`config.mk`:
```
export PLATFORM = sky130hd
export DESIGN_NAME = wb_arbiter_flat
export DESIGN_NICKNAME = d
export VERILOG_FILES = /design/src/rtl/wb_arbiter_pkg.sv /design/src/rtl/wb_arbiter_if.sv /design/src/rtl/wb_fifo.sv /design/src/rtl/wb_arbiter.sv /design/src/flat_wrapper.sv
export SDC_FILE = /design/constraint.sdc
export NUM_CORES = 1
export LEC_CHECK = 0
export BUFFER_PORTS_ARGS = -buffer_cell sky130_fd_sc_hd__buf_2
export CORE_AREA = 2 2 175 177
export CTS_BUF_LIST = sky130_fd_sc_hd__clkbuf_8
export DETAILED_ROUTE_END_ITERATION = 12
export DIE_AREA = 0 0 177 179
export GPL_TIMING_DRIVEN = 0
export PLACE_DENSITY = 0.62
export SLEW_MARGIN = 25
export SYNTH_ARGS = -nofsm -noshare
export SYNTH_HDL_FRONTEND = slang
export SYNTH_HIERARCHICAL = 1
export SYNTH_SLANG_ARGS = --single-unit
```
`constraint.sdc`:
```
create_clock -name clk -period 3.7 [get_ports clk]
set_input_delay 0 -clock clk [delete_from_list [all_inputs] [get_ports clk]]
set_output_delay 0 -clock clk [all_outputs]
set_load 0.05 [all_outputs]
```
`src/rtl/wb_arbiter_pkg.sv`:
```
// Shared types and widths for the writeback arbiter: buffered entry layout,
// source identifiers and register-file geometry.
package wb_arbiter_pkg;

    localparam int REG_W       = 5;
    localparam int DATA_W      = 32;
    localparam int NUM_REGS    = 1 << REG_W;
    // Stamps are carried at a fixed maximum width; the arbiter uses the low STAMP_W bits.
    localparam int STAMP_MAX_W = 16;

    typedef enum logic {
        SRC_A = 1'b0,
        SRC_B = 1'b1
    } src_t;

    typedef struct packed {
        logic [REG_W-1:0]       addr;
        logic [DATA_W-1:0]      data;
        logic [STAMP_MAX_W-1:0] stamp;
    } wb_entry_t;

    function automatic src_t other_src(input src_t s);
        return (s == SRC_A) ? SRC_B : SRC_A;
    endfunction

endpackage

```
`src/rtl/wb_arbiter_if.sv`:
```
// Writeback request/response bundle: two valid/ready request sources and the
// register-file write port plus pending-register mask.
interface wb_arbiter_if;
    import wb_arbiter_pkg::*;

    logic                a_valid;
    logic                a_ready;
    logic [REG_W-1:0]    a_addr;
    logic [DATA_W-1:0]   a_data;

    logic                b_valid;
    logic                b_ready;
    logic [REG_W-1:0]    b_addr;
    logic [DATA_W-1:0]   b_data;

    logic                we3;
    logic [REG_W-1:0]    wa3;
    logic [DATA_W-1:0]   wd3;
    logic [NUM_REGS-1:0] pending_mask;

    modport master (
        output a_valid, a_addr, a_data,
        output b_valid, b_addr, b_data,
        input  a_ready, b_ready,
        input  we3, wa3, wd3, pending_mask
    );

    modport slave (
        input  a_valid, a_addr, a_data,
        input  b_valid, b_addr, b_data,
        output a_ready, b_ready,
        output we3, wa3, wd3, pending_mask
    );

endinterface

```
`src/rtl/wb_fifo.sv`:
```
// Per-source writeback FIFO: circular storage with read/write pointers and an
// occupancy count, plus a mask of the registers its live entries target.
module wb_fifo
    import wb_arbiter_pkg::*;
#(
    parameter int DEPTH = 2
) (
    input  logic                clk,
    input  logic                rst,
    input  logic                i_push,
    input  wb_entry_t           i_entry,
    input  logic                i_pop,
    output logic                o_ready,
    output logic                o_nonempty,
    output wb_entry_t           o_head,
    output logic [NUM_REGS-1:0] o_pending
);

    localparam int PTR_W = $clog2(DEPTH);
    localparam int CNT_W = PTR_W + 1;

    wb_entry_t        r_mem [DEPTH];
    logic [PTR_W-1:0] r_wr_ptr;
    logic [PTR_W-1:0] r_rd_ptr;
    logic [CNT_W-1:0] r_count;

    logic w_push;
    logic w_pop;

    // A slot is live when its distance from the read pointer is below the count.
    function automatic logic slot_live(input int idx,
                                       input logic [PTR_W-1:0] rd,
                                       input logic [CNT_W-1:0] cnt);
        logic [PTR_W-1:0] off;
        off = PTR_W'(idx) - rd;
        return CNT_W'(off) < cnt;
    endfunction

    assign o_ready    = (r_count < CNT_W'(DEPTH));
    assign o_nonempty = (r_count != '0);
    assign o_head     = r_mem[r_rd_ptr];

    assign w_push = i_push && o_ready;
    assign w_pop  = i_pop && o_nonempty;

    always_ff @(posedge clk) begin
        if (rst) begin
            r_wr_ptr <= '0;
            r_rd_ptr <= '0;
            r_count  <= '0;
        end else begin
            if (w_push) begin
                r_wr_ptr <= r_wr_ptr + PTR_W'(1);
            end
            if (w_pop) begin
                r_rd_ptr <= r_rd_ptr + PTR_W'(1);
            end
            case ({w_push, w_pop})
                2'b10:   r_count <= r_count + CNT_W'(1);
                2'b01:   r_count <= r_count - CNT_W'(1);
                default: r_count <= r_count;
            endcase
        end
    end

    always_ff @(posedge clk) begin
        if (w_push) begin
            r_mem[r_wr_ptr] <= i_entry;
        end
    end

    // Register 0 is never written, so its entries never mark anything pending.
    always_comb begin
        o_pending = '0;
        for (int i = 0; i < DEPTH; i++) begin
            if (slot_live(i, r_rd_ptr, r_count) && (r_mem[i].addr != '0)) begin
                o_pending[r_mem[i].addr] = 1'b1;
            end
        end
    end

endmodule

```
`src/rtl/wb_arbiter.sv`:
```
// Two-source register-file writeback arbiter: buffers ALU and load-unit results,
// issues at most one per cycle and drives a registered write port.
module wb_arbiter
    import wb_arbiter_pkg::*;
#(
    parameter int DEPTH   = 2,
    parameter int STAMP_W = 4
) (
    input  logic         clk,
    input  logic         rst,
    wb_arbiter_if.slave  bus
);

    localparam int unsigned STAMP_MASK_I = (1 << STAMP_W) - 1;
    localparam int unsigned STAMP_HALF_I = 1 << (STAMP_W - 1);
    localparam logic [STAMP_MAX_W-1:0] STAMP_MASK = STAMP_MAX_W'(STAMP_MASK_I);
    localparam logic [STAMP_MAX_W-1:0] STAMP_HALF = STAMP_MAX_W'(STAMP_HALF_I);

    logic                w_a_ready;
    logic                w_b_ready;
    logic                w_a_push;
    logic                w_b_push;
    logic                w_a_pop;
    logic                w_b_pop;
    logic                w_a_nonempty;
    logic                w_b_nonempty;
    wb_entry_t           w_a_entry;
    wb_entry_t           w_b_entry;
    wb_entry_t           w_a_head;
    wb_entry_t           w_b_head;
    logic [NUM_REGS-1:0] w_a_pending;
    logic [NUM_REGS-1:0] w_b_pending;

    logic                w_issue;
    logic                w_dual;
    src_t                w_grant;
    logic [REG_W-1:0]    w_sel_addr;
    logic [DATA_W-1:0]   w_sel_data;
    logic                w_write;

    logic [STAMP_W-1:0]  r_stamp;
    src_t                r_rr_ptr;
    logic                r_we3;
    logic [REG_W-1:0]    r_wa3;
    logic [DATA_W-1:0]   r_wd3;

    // A wins when its stamp is not younger than B's, comparing modulo 2^STAMP_W;
    // equal stamps (same-cycle pushes) resolve to A.
    function automatic logic a_first(input logic [STAMP_MAX_W-1:0] sa,
                                     input logic [STAMP_MAX_W-1:0] sb);
        logic [STAMP_MAX_W-1:0] diff;
        diff = (sa - sb) & STAMP_MASK;
        return (diff == '0) || (diff >= STAMP_HALF);
    endfunction

    assign bus.a_ready = w_a_ready;
    assign bus.b_ready = w_b_ready;
    assign w_a_push    = bus.a_valid && w_a_ready;
    assign w_b_push    = bus.b_valid && w_b_ready;

    always_comb begin
        w_a_entry       = '0;
        w_a_entry.addr  = bus.a_addr;
        w_a_entry.data  = bus.a_data;
        w_a_entry.stamp = STAMP_MAX_W'(r_stamp);
        w_b_entry       = '0;
        w_b_entry.addr  = bus.b_addr;
        w_b_entry.data  = bus.b_data;
        w_b_entry.stamp = STAMP_MAX_W'(r_stamp);
    end

    wb_fifo #(.DEPTH(DEPTH)) u_fifo_a (
        .clk        (clk),
        .rst        (rst),
        .i_push     (w_a_push),
        .i_entry    (w_a_entry),
        .i_pop      (w_a_pop),
        .o_ready    (w_a_ready),
        .o_nonempty (w_a_nonempty),
        .o_head     (w_a_head),
        .o_pending  (w_a_pending)
    );

    wb_fifo #(.DEPTH(DEPTH)) u_fifo_b (
        .clk        (clk),
        .rst        (rst),
        .i_push     (w_b_push),
        .i_entry    (w_b_entry),
        .i_pop      (w_b_pop),
        .o_ready    (w_b_ready),
        .o_nonempty (w_b_nonempty),
        .o_head     (w_b_head),
        .o_pending  (w_b_pending)
    );

    assign bus.pending_mask = w_a_pending | w_b_pending;

    // Same-register heads must retire in arrival order; otherwise alternate.
    always_comb begin
        w_issue = 1'b0;
        w_dual  = 1'b0;
        w_grant = SRC_A;
        if (w_a_nonempty && w_b_nonempty) begin
            w_issue = 1'b1;
            w_dual  = 1'b1;
            if (w_a_head.addr == w_b_head.addr) begin
                w_grant = a_first(w_a_head.stamp, w_b_head.stamp) ? SRC_A : SRC_B;
            end else begin
                w_grant = r_rr_ptr;
            end
        end else if (w_a_nonempty) begin
            w_issue = 1'b1;
            w_grant = SRC_A;
        end else if (w_b_nonempty) begin
            w_issue = 1'b1;
            w_grant = SRC_B;
        end
    end

    assign w_a_pop    = w_issue && (w_grant == SRC_A);
    assign w_b_pop    = w_issue && (w_grant == SRC_B);
    assign w_sel_addr = (w_grant == SRC_A) ? w_a_head.addr : w_b_head.addr;
    assign w_sel_data = (w_grant == SRC_A) ? w_a_head.data : w_b_head.data;
    assign w_write    = w_issue && (w_sel_addr != '0);

    always_ff @(posedge clk) begin
        if (rst) begin
            r_stamp  <= '0;
            r_rr_ptr <= SRC_A;
            r_we3    <= 1'b0;
            r_wa3    <= '0;
            r_wd3    <= '0;
        end else begin
            if (w_a_push || w_b_push) begin
                r_stamp <= r_stamp + STAMP_W'(1);
            end
            if (w_dual) begin
                r_rr_ptr <= other_src(w_grant);
            end
            r_we3 <= w_write;
            if (w_write) begin
                r_wa3 <= w_sel_addr;
                r_wd3 <= w_sel_data;
            end
        end
    end

    assign bus.we3 = r_we3;
    assign bus.wa3 = r_wa3;
    assign bus.wd3 = r_wd3;

endmodule
```
`src/flat_wrapper.sv`:
```
// flat-port wrapper written by rule: the top's interface ports become plain ports
module wb_arbiter_flat import wb_arbiter_pkg::*;
#(
    parameter int DEPTH   = 2,
    parameter int STAMP_W = 4
)
  (clk, rst, bus_a_valid, bus_a_addr, bus_a_data, bus_b_valid, bus_b_addr, bus_b_data, bus_a_ready, bus_b_ready, bus_we3, bus_wa3, bus_wd3, bus_pending_mask);
  wb_arbiter_if bus_i ();
  input  logic clk;
  input  logic rst;
  input wire logic [$bits(bus_i.a_valid)-1:0] bus_a_valid;
  input wire logic [$bits(bus_i.a_addr)-1:0] bus_a_addr;
  input wire logic [$bits(bus_i.a_data)-1:0] bus_a_data;
  input wire logic [$bits(bus_i.b_valid)-1:0] bus_b_valid;
  input wire logic [$bits(bus_i.b_addr)-1:0] bus_b_addr;
  input wire logic [$bits(bus_i.b_data)-1:0] bus_b_data;
  output wire logic [$bits(bus_i.a_ready)-1:0] bus_a_ready;
  output wire logic [$bits(bus_i.b_ready)-1:0] bus_b_ready;
  output wire logic [$bits(bus_i.we3)-1:0] bus_we3;
  output wire logic [$bits(bus_i.wa3)-1:0] bus_wa3;
  output wire logic [$bits(bus_i.wd3)-1:0] bus_wd3;
  output wire logic [$bits(bus_i.pending_mask)-1:0] bus_pending_mask;
  assign bus_i.a_valid = bus_a_valid;
  assign bus_i.a_addr = bus_a_addr;
  assign bus_i.a_data = bus_a_data;
  assign bus_i.b_valid = bus_b_valid;
  assign bus_i.b_addr = bus_b_addr;
  assign bus_i.b_data = bus_b_data;
  assign bus_a_ready = bus_i.a_ready;
  assign bus_b_ready = bus_i.b_ready;
  assign bus_we3 = bus_i.we3;
  assign bus_wa3 = bus_i.wa3;
  assign bus_wd3 = bus_i.wd3;
  assign bus_pending_mask = bus_i.pending_mask;
  wb_arbiter #(.DEPTH(DEPTH), .STAMP_W(STAMP_W)) u_core (.clk(clk), .rst(rst), .bus(bus_i));
endmodule
```
# Word-level counts from Yosys, hierarchy flattened
# Memory sizes are Yosys's and may differ from the RTL's. A register that Yosys moved wholly into a read port is not among the register bits.
# Index checks and enable logic that the tools add are counted.
word_totals:
  reg_bits: 51
  ram_bits: 164
  inputBits: 78
  n_memories: 2
mem_list:
  columns: ["memory", "words", "word_bits", "read_ports", "rd_clocked_by_memory_dff", "wr", "line", "rtl"]
  rows:
  - ["u_core.u_fifo_a.r_mem", 2, 41, 3, 1, 1, "wb_fifo.sv:22", "wb_entry_t r_mem [DEPTH];"]
  - ["u_core.u_fifo_b.r_mem", 2, 41, 3, 1, 1, "wb_fifo.sv:22", null]
op_classes:
  n_addsub: 14
  n_lt_le_gt_ge: 15
  eq_ne: 5
  muxes: 33
  bitwise_logic: 4
  n_reduce_logical: 30
ops:
  columns: ["op", "count"]
  rows:
  - ["32-bit 2-to-1 mux", 5]
  - ["32-bit bitwise OR", 3]
  - ["5-bit nonzero test", 5]
  - ["5-bit by 6-bit less-than comparator with 1-bit output, second input constant", 4]
  - ["1-bit 2-to-1 mux", 21]
  - ["1-bit demux with 5-bit select", 4]
  - ["5-bit by 1-bit greater-or-equal comparator with 1-bit output, second input constant", 4]
  - ["1-bit logical AND", 18]
  - ["16-bit logical NOT", 1]
  - ["1-bit by 2-bit less-than comparator with 1-bit output", 4]
  - ["2-bit one-hot mux with 2 select lines", 2]
  - ["2-bit nonzero test", 4]
  - ["5-bit equality test", 1]
  - ["5-bit 2-to-1 mux", 1]
  - ["1-bit adder, second input constant", 4]
  - ["2-bit by 1-bit adder with 2-bit output, second input constant", 2]
  - ["4-bit by 1-bit adder with 4-bit output, second input constant", 1]
  - ["2-bit by 1-bit equality test with 1-bit output, second input constant", 2]
  - ["2-bit equality test, second input constant", 2]
  - ["4-bit greater-or-equal comparator, second input constant", 1]
  - ["2-bit less-than comparator, second input constant", 2]
  - ["1-bit subtractor, first input constant", 4]
  - ["2-bit by 1-bit subtractor with 2-bit output, second input constant", 2]
  - ["4-bit subtractor", 1]
  - ["other kinds (2)", 3]

# Logic depth before layout (Yosys ltp)
# Gate-level depths: netlist of the first run.
logic_depth:
  ltp_word: 11
  mapped_depth: 14
  depth_no_buf: 13

# Cells and area by module
# The synthesis of the first run kept the hierarchy.
by_module_without_submodules:
  columns: ["module", "n_inst", "cells_each", "area_per_inst_um2", "seq_area_each_um2"]
  rows:
  - ["wb_fifo at u_core.u_fifo_a", 1, 264, 4496.8, 3283.1]
  - ["wb_fifo at u_core.u_fifo_b", 1, 260, 4474.3, 3283.1]
  - ["wb_arbiter", 1, 292, 2731.4, 860.8]

# Worst setup path before layout of the first run
# Ideal clock, no wire load.
synth_path:
  path_type: "register -> register"
  start: "reg u_core.u_fifo_b.r_count[1]"
  end: "mem u_core/u_fifo_b/r_mem[0][0] (netlist bit), enable pin"
  setup_ns: 0.464
  arrival_ns: 3.361
  setup_slack_ns: -0.125
  path_stages_with_launch: 6
  period_less_slack_ns: 3.825
  path_cell_list: "dfxtp_1 -> buf_2 -> inv_1 -> and2_1 -> nand2b_1 -> nor2_1"
synth_between:
  elab_chain_len: 5
synth_rtl:
  columns: ["element", "line", "rtl"]
  rows:
  - ["from (decl)", "wb_fifo.sv:25", "logic [CNT_W-1:0] r_count;"]
  - ["from (signal assigned)", "wb_fifo.sv:59", "2'b10: r_count <= r_count + CNT_W'(1);"]
  - ["from (signal assigned)", "wb_fifo.sv:60", "2'b01: r_count <= r_count - CNT_W'(1);"]
  - ["from (signal assigned)", "wb_fifo.sv:61", "default: r_count <= r_count;"]
  - ["2-bit less-than comparator", "wb_fifo.sv:39", "assign o_ready = (r_count < CNT_W'(DEPTH));"]
  - ["net bus_b_ready", "flat_wrapper.sv:18", "output wire logic [$bits(bus_i.b_ready)-1:0] bus_b_ready;"]
  - ["1-bit logical AND", "wb_arbiter.sv:59", "assign w_b_push = bus.b_valid && w_b_ready;"]
  - ["net u_core.w_b_push", "wb_arbiter.sv:22", "logic w_b_push;"]
  - ["1-bit logical AND", "wb_fifo.sv:43", "assign w_push = i_push && o_ready;"]
  - ["1-bit 2-to-1 mux", "wb_fifo.sv:67", "if (w_push) begin"]
  - ["1-bit 2-to-1 mux (implied by the code)", "wb_fifo.sv:68", "r_mem[r_wr_ptr] <= i_entry;"]
  - ["to (decl)", "wb_fifo.sv:22", null]
# The timed path passes the listed nets, and every way through them passes these cells.

==> results of run 1 <==
[registers in the layout, indices dropped and copies added, names as in the netlist, 2 cells and up, named ones only]
| register | count |
|---|---|
| u_core/u_fifo_b/r_count | 2 |
| u_core/u_fifo_a/r_count | 2 |
| u_core/r_stamp | 4 |
| u_core/bus.wd3 | 32 |
| u_core/bus.wa3 | 5 |
| u_core/u_fifo_b/r_mem | 82 |
| u_core/u_fifo_a/r_mem | 82 |
[worst register-to-register path: stages (launching register included)]
cell	delay (ns)
sky130_fd_sc_hd__dfxtp_1	0.30
sky130_fd_sc_hd__buf_2	0.28
sky130_fd_sc_hd__buf_2	0.33
sky130_fd_sc_hd__mux2_2	0.44
sky130_fd_sc_hd__xnor2_1	0.18
sky130_fd_sc_hd__nand3_1	0.17
sky130_fd_sc_hd__or3_4	0.40
sky130_fd_sc_hd__o211ai_4	0.23
sky130_fd_sc_hd__inv_1	0.09
sky130_fd_sc_hd__o21a_1	0.15
sky130_fd_sc_hd__ha_1	0.32
sky130_fd_sc_hd__or3_1	0.35
sky130_fd_sc_hd__a21oi_1	0.14
[report_power, final]
group	leakage (uW)	internal, uW	switching (uW)
sequential	0.00197	3390	287
combinational	0.00267	1810	3190
clock	0.000405	1030	918
total	0.00504	6230	4400
[worst max-delay path by stage]
stage,startpoint,to,slack (ns),cells past startpoint
finish,flop,u_core/u_fifo_b/r_count[1],0.27,12
CTS,flop,u_core/u_fifo_b/r_count[1],0.01,12
global placement,u_core/u_fifo_b/r_count[1],u_core/u_fifo_b/r_mem[0][27],-1.18,5
detailed placement,flop,u_core/u_fifo_b/r_count[1],0.03,12
global route,flop,u_core/u_fifo_a/r_count[1],0.03,12
floorplan,u_core/u_fifo_b/r_count[1],u_core/u_fifo_b/r_mem[0][0],0.39,5
[final cells by class]
cell class | count | area [um2] | share of cell area [%]
sequential | 217 | 5986 | 46.62
multi-input combinational | 471 | 3747 | 29.19
timing repair buffer | 231 | 1657 | 12.90
clock buffer | 42 | 578.1 | 4.502
tap | 396 | 495.5 | 3.859
buffer | 43 | 236.5 | 1.842
clock inverter | 23 | 95.09 | 0.7406
inverter | 12 | 45.04 | 0.3508
[per-layer routing]
metal | GRT usage, % | routed length (um) | vias up
li1 | - | - | 3403
met1 | 21.16 | 11810 | 3464
met2 | 27.82 | 12350 | 237
met3 | 3.626 | 1625 | 42
met4 | 5.096 | 518 | 0
met5 | 0 | 0 | -
[repair_timing]
action | CTS | global route
hold buffers | 75 | 0
gates resized for setup | 0 | 1
buffers inserted | 0 | 2
setup endpoints to repair | 0 | 3
hold endpoints to repair | 158 | 0
[stage by stage]
step	hold slack [ns]	cell area (um2)	setup WS, ns	util, %
2_1_floorplan	0.06907	9987	0.3946	-
3_3_place_gp	0.1868	11220	-1.182	37.38
3_5_place_dp	0.1907	11400	0.02801	37.96
4_1_cts	0.1305	12820	0.009899	42.70
5_1_grt	0.1699	12840	0.02659	42.76
6_report	0.1404	12840	0.2695	42.76
[layout by cell type, fill, tap and decap left out, types with 17 or more instances in the layout]
master	count
sky130_fd_sc_hd__buf_2	168
sky130_fd_sc_hd__edfxtp_1	164
sky130_fd_sc_hd__dlygate4sd3_1	75
sky130_fd_sc_hd__o22ai_1	58
sky130_fd_sc_hd__dfxtp_1	53
sky130_fd_sc_hd__mux2_2	45
sky130_fd_sc_hd__clkbuf_8	42
sky130_fd_sc_hd__mux2_1	38
sky130_fd_sc_hd__or2_2	35
sky130_fd_sc_hd__mux2i_1	35
sky130_fd_sc_hd__o31ai_1	33
sky130_fd_sc_hd__a21oi_2	30
sky130_fd_sc_hd__inv_1	28
sky130_fd_sc_hd__nor2_1	26
sky130_fd_sc_hd__nand3b_1	17
sky130_fd_sc_hd__nand2_1	17
==> impl_metrics.env, run 1 <==
export IMPL_mappedNetlistArea_um2=9987
export IMPL_cp_common_cell="sky130_fd_sc_hd__buf_2"
export IMPL_ir_drop_v=0.0004525
export IMPL_areaGrowthSynthToFinish_pct=28.56
export IMPL_first_global_vias=7348
export IMPL_timing_critical_path_to_type="flop"
export IMPL_die_height_um=179
export IMPL_num_fill_cells=2797
export IMPL_report_power_total_uw=10630
export IMPL_period_share_pct=92.72
export IMPL_port_buffers=148
export IMPL_core_area_um2=30030
export IMPL_min_from="bus_b_valid"
export IMPL_outcome="finished clean"
export IMPL_crit_family="simple AND/OR/NAND/NOR gates"
export IMPL_worst_slew_pin_transition_ns=0.7259
export IMPL_remaining_drc_errors=0
export IMPL_row_count=64
export IMPL_h_tree_lvl_count=2
export IMPL_holdPathStages=5
export IMPL_cts_sinks=217
export IMPL_grt_use_total_pct=16.51
export IMPL_clk_path_buf_depth=3
export IMPL_power_density_cell_area_nw_per_um2=828.0
export IMPL_worst_setup_path_start_kind="flop"
export IMPL_hpwl_um=17880
export IMPL_critical_path_reg2reg_endpoint="u_core/u_fifo_b/r_count[1]"
export IMPL_critical_path_arrival_ns=3.88
export IMPL_vias=7146
export IMPL_ioPinCount=150
export IMPL_report_final_hold_viol_count=0
export IMPL_yosys_warnings=6
export IMPL_final_setup_violation_count=0
export IMPL_horizontal_die_dimension_um=177
export IMPL_avgSynthCellArea_um2=13.44
export IMPL_timing_hold_worst_class="input port to flop"
export IMPL_grt_pass1_wl_um=40350
export IMPL_fmax_mhz=291.5
export IMPL_timing_reg2reg_worst_path_depth=12
export IMPL_crit_slowest_cell="sky130_fd_sc_hd__mux2_2"
export IMPL_max_cap_violations=0
export IMPL_worst_path_largest_cell_delay_ns=0.44
export IMPL_path_class="flop to flop"
export IMPL_antenna_found_initial=0
export IMPL_final_max_slew_viol_count=0
export IMPL_net_count_of_the_mapped_netlist=827
export IMPL_setup_tns_ns=0
export IMPL_cts_tree="done"
export IMPL_p_leak_uw=0.005044
export IMPL_totalWireLength_um=26300
export IMPL_gp_congestion=0.8513
export IMPL_postSynthCellCount=743
export IMPL_clock_skew_ns=0.01207
export IMPL_ant_nets=0
export IMPL_root_buffer="sky130_fd_sc_hd__clkbuf_8"
export IMPL_maximum_number_of_pins_on_one_net_before_global_route_repair=37
export IMPL_fin_crit_ns=3.431
export IMPL_share_of_cells_above_drive_strength_1_pct=34.94
export IMPL_clock_latency_on_the_worst_skew_pair_ns=0.52
export IMPL_numPlacedInstances=1293
export IMPL_min_to="u_core/u_fifo_b/r_wr_ptr"
export IMPL_numCtsBuffers=37
export IMPL_effective_utilization_at_floorplan_pct=33.26
export IMPL_crit_path_max_fanout=10
export IMPL_path_buf_inv=3
export IMPL_stdcell_count=1435
export IMPL_drt_wirelength_per_cell_um=18.33
export IMPL_worst_ep_required_time_ns=4.15
export IMPL_clk_pin_slew_worst_paths_ns=0.06
export IMPL_antenna_diode_count=0
export IMPL_vias_per_cell=4.980
export IMPL_dr_pass1_iters=5
export IMPL_drt_first_iter_violations=396
export IMPL_nets=1097
export IMPL_floorplan_die_area_um2=31680
export IMPL_timing_slew_headroom_pct=51.10
export IMPL_reg_to_reg_setup_timing_slack_ns=0.27
export IMPL_grt_setup_unrepaired="false"
export IMPL_overflow_left_after_global_routing=0
export IMPL_critical_path_cell_list="buf_2 > buf_2 > mux2_2 > xnor2_1 > nand3_1 > or3_4 > o211ai_4 > inv_1 > o21a_1 > ha_1 > or3_1 > a21oi_1"
Power figures use the tool's default switching activity.
==> inputs of run 2 (changes only) <==
ABC_AREA = 1   (was default)
CORE_AREA = 2 2 180 182   (was 2 2 175 177)
CTS_BUF_LIST = sky130_fd_sc_hd__clkbuf_4 sky130_fd_sc_hd__clkbuf_8   (was sky130_fd_sc_hd__clkbuf_8)
DIE_AREA = 0 0 182 184   (was 0 0 177 179)
==> run 2 against run 1 <==
Net effect: fmax is essentially flat; clock-buffer cell count grew 14; register-to-register slack is essentially flat; flip-flop and latch count is the same; total power grew 9.4%; largest cell class unchanged; combinational power grew 16%; area after synthesis grew 8.0%; clock skew grew 0.020 ns; critical path depth grew 8; critical path type unchanged.
==> impl_metrics.env, run 2 <==
export IMPL_placement_setup_worst_slack_ns=-0.1276
export IMPL_root_buffer="sky130_fd_sc_hd__clkbuf_8"
export IMPL_outcome="finished clean"
export IMPL_share_comb_of_total_power_pct=49.8
export IMPL_worst_ep_required_time_ns=4.16
export IMPL_drt_wirelength_per_cell_um=15.69
export IMPL_crit_path_max_fanout=10
export IMPL_cts_sinks=217
export IMPL_mappedNetlistArea_um2=10780
export IMPL_floorplan_die_area_um2=33490
export IMPL_report_final_hold_viol_count=0
export IMPL_max_cap_violations=0
export IMPL_dr_pass1_iters=5
export IMPL_timing_hold_worst_class="input port to flop"
export IMPL_gp_congestion=0.8606
export IMPL_critical_path_reg2reg_endpoint="u_core/u_fifo_a/r_count[1]"
export IMPL_yosys_warnings=6
export IMPL_power_density_cell_area_nw_per_um2=841.8
export IMPL_timing_slew_headroom_pct=54.57
export IMPL_port_buffers=148
export IMPL_numCtsBuffers=37
export IMPL_internal_power_uw=6549
export IMPL_fin_crit_ns=3.432
export IMPL_grt_use_total_pct=17.56
export IMPL_avgSynthCellArea_um2=9.265
export IMPL_worst_setup_path_endpoint="u_core/u_fifo_a/r_count[1]"
export IMPL_cts_tree="done"
export IMPL_h_tree_lvl_count=2
export IMPL_sequentialPowerShare_pct=31.6
export IMPL_timing_reg2reg_worst_path_depth=20
export IMPL_postSynthCellCount=1164
export IMPL_power_switching_uw=5078
export IMPL_grt_pass1_wl_um=46090
export IMPL_drt_first_iter_violations=666
export IMPL_numPlacedInstances=1722
export IMPL_overflow_left_after_global_routing=0
export IMPL_ant_nets=0
export IMPL_remaining_drc_errors=0
export IMPL_net_count_of_the_mapped_netlist=1248
export IMPL_areaGrowthSynthToFinish_pct=28.08
export IMPL_ir_drop_v=0.0005946
export IMPL_vias_per_cell=4.658
export IMPL_period_share_pct=92.76
export IMPL_final_max_slew_viol_count=0
export IMPL_p_leak_uw=0.006309
export IMPL_vias=8701
export IMPL_ioPinCount=150
export IMPL_stdcell_count=1868
export IMPL_finalWorstSetupSlack_ns=0.2680
export IMPL_hpwl_um=21060
export IMPL_first_global_vias=8717
export IMPL_row_count=65
export IMPL_clock_skew_ns=0.03250
export IMPL_path_class="flop to flop"
export IMPL_timing_critical_path_to_type="flop"
export IMPL_reg_to_reg_setup_timing_slack_ns=0.27
export IMPL_clk_pin_slew_worst_paths_ns=0.06
export IMPL_clk_path_buf_depth=3
export IMPL_die_height_um=184
export IMPL_switching_share_pct=43.67
export IMPL_effective_utilization_at_floorplan_pct=34.35
export IMPL_worst_slew_pin_transition_ns=0.6789
export IMPL_horizontal_die_dimension_um=182
export IMPL_clock_power_share_pct=18.6
export IMPL_share_of_cells_above_drive_strength_1_pct=28.31
export IMPL_clock_latency_on_the_worst_skew_pair_ns=0.54
export IMPL_critical_path_arrival_ns=3.89
export IMPL_nets=1522
export IMPL_final_setup_violation_count=0
export IMPL_maximum_number_of_pins_on_one_net_before_global_route_repair=22
export IMPL_core_area_um2=31390
export IMPL_mostFrequentLayoutCells="sky130_fd_sc_hd__nand2_1, sky130_fd_sc_hd__buf_2, sky130_fd_sc_hd__edfxtp_1"
export IMPL_layout_commonest_cell="sky130_fd_sc_hd__nand2_1"
export IMPL_antenna_diode_count=0
export IMPL_antenna_found_initial=0
export IMPL_totalWireLength_um=29320
export IMPL_fmax_mhz=291.4
export IMPL_worst_setup_path_start_kind="flop"
[run 2: timing repair]
item | 4_1_cts | 5_1_grt
setup endpoints to repair | 3 | 4
endpoints found under the hold margin | 160 | 0
hold buffers | 78 | 0
resized for setup | 3 | 3
buffers inserted | 0 | 1
[run 2: area by class of cell]
cell class                 count  area (um2)
multi-input combinational    795        4121
buffer                        42       294.0
sequential                   217        5991
inverter                     110       419.2
tap                          402       503.0
clock inverter                11       61.31
clock buffer                  56       695.7
fill                        3059       17580
timing repair buffer         235        1727
[run 2: power groups by stage]
stage | Sequential [uW] | Clock, uW | Combinational (uW)
3_5_place_dp | 3720 | 0 | 5730
2_1_floorplan | 4190 | 0 | 3640
6_report | 3670 | 2160 | 5790
4_1_cts | 3680 | 2220 | 5820
5_1_grt | 3740 | 2330 | 6440
3_3_place_gp | 3750 | 0 | 5460
[run 2: how the worst min path moves through the flow]
stage,startpoint,cells after the start,end,slack [ns]
5_1_grt,bus_a_data[20],2,u_core/u_fifo_a/r_mem[1][36],0.18
3_5_place_dp,bus_a_data[23],1,u_core/u_fifo_a/r_mem[0][39],0.19
6_report,bus_b_data[6],2,u_core/u_fifo_b/r_mem[1][22],0.18
4_1_cts,bus_a_data[17],2,u_core/u_fifo_a/r_mem[1][33],0.15
3_3_place_gp,bus_b_data[13],1,u_core/u_fifo_b/r_mem[0][29],0.19
2_1_floorplan,rst,1,u_core/u_fifo_a/r_wr_ptr,0.08
[run 2: layer usage]
metal	global-route usage [%]	wire (um)	share of wire [%]
met4	4.968	655	2.2
met1	22.41	12820	44
met2	30.23	13910	47
met3	3.605	1924	6.6
met5	0	0	0
[run 2: stage by stage]
step	utilization [%]	hold slack (ns)	TNS [ns]	instance area [um2]	total power [uW]
floorplan	-	0.07931	0	10780	7833
global placement	38.31	0.1874	-125.29	12030	9204
detailed placement	39.04	0.1909	-0.1597	12260	9444
CTS	43.95	0.1495	0	13800	11710
global route	44.00	0.1764	-0.001798	13810	12510
finish	44.00	0.1832	0	13810	11630
[run 2: worst max-delay path, stage by stage (launching register included)]
cell	delay, ns
sky130_fd_sc_hd__dfxtp_2	0.38
sky130_fd_sc_hd__buf_4	0.18
sky130_fd_sc_hd__buf_2	0.17
sky130_fd_sc_hd__o21ai_0	0.54
sky130_fd_sc_hd__xnor2_1	0.22
sky130_fd_sc_hd__nand3_1	0.10
sky130_fd_sc_hd__nor2_1	0.13
sky130_fd_sc_hd__nand3_1	0.09
sky130_fd_sc_hd__nand2_2	0.14
sky130_fd_sc_hd__nand2_2	0.09
sky130_fd_sc_hd__buf_6	0.17
sky130_fd_sc_hd__clkinvlp_4	0.07
sky130_fd_sc_hd__buf_4	0.18
sky130_fd_sc_hd__nor2_1	0.06
sky130_fd_sc_hd__o21a_1	0.15
sky130_fd_sc_hd__ha_1	0.30
sky130_fd_sc_hd__inv_1	0.08
sky130_fd_sc_hd__nand2_1	0.05
sky130_fd_sc_hd__nor2_1	0.10
sky130_fd_sc_hd__nor2_1	0.05
sky130_fd_sc_hd__nor2_1	0.09
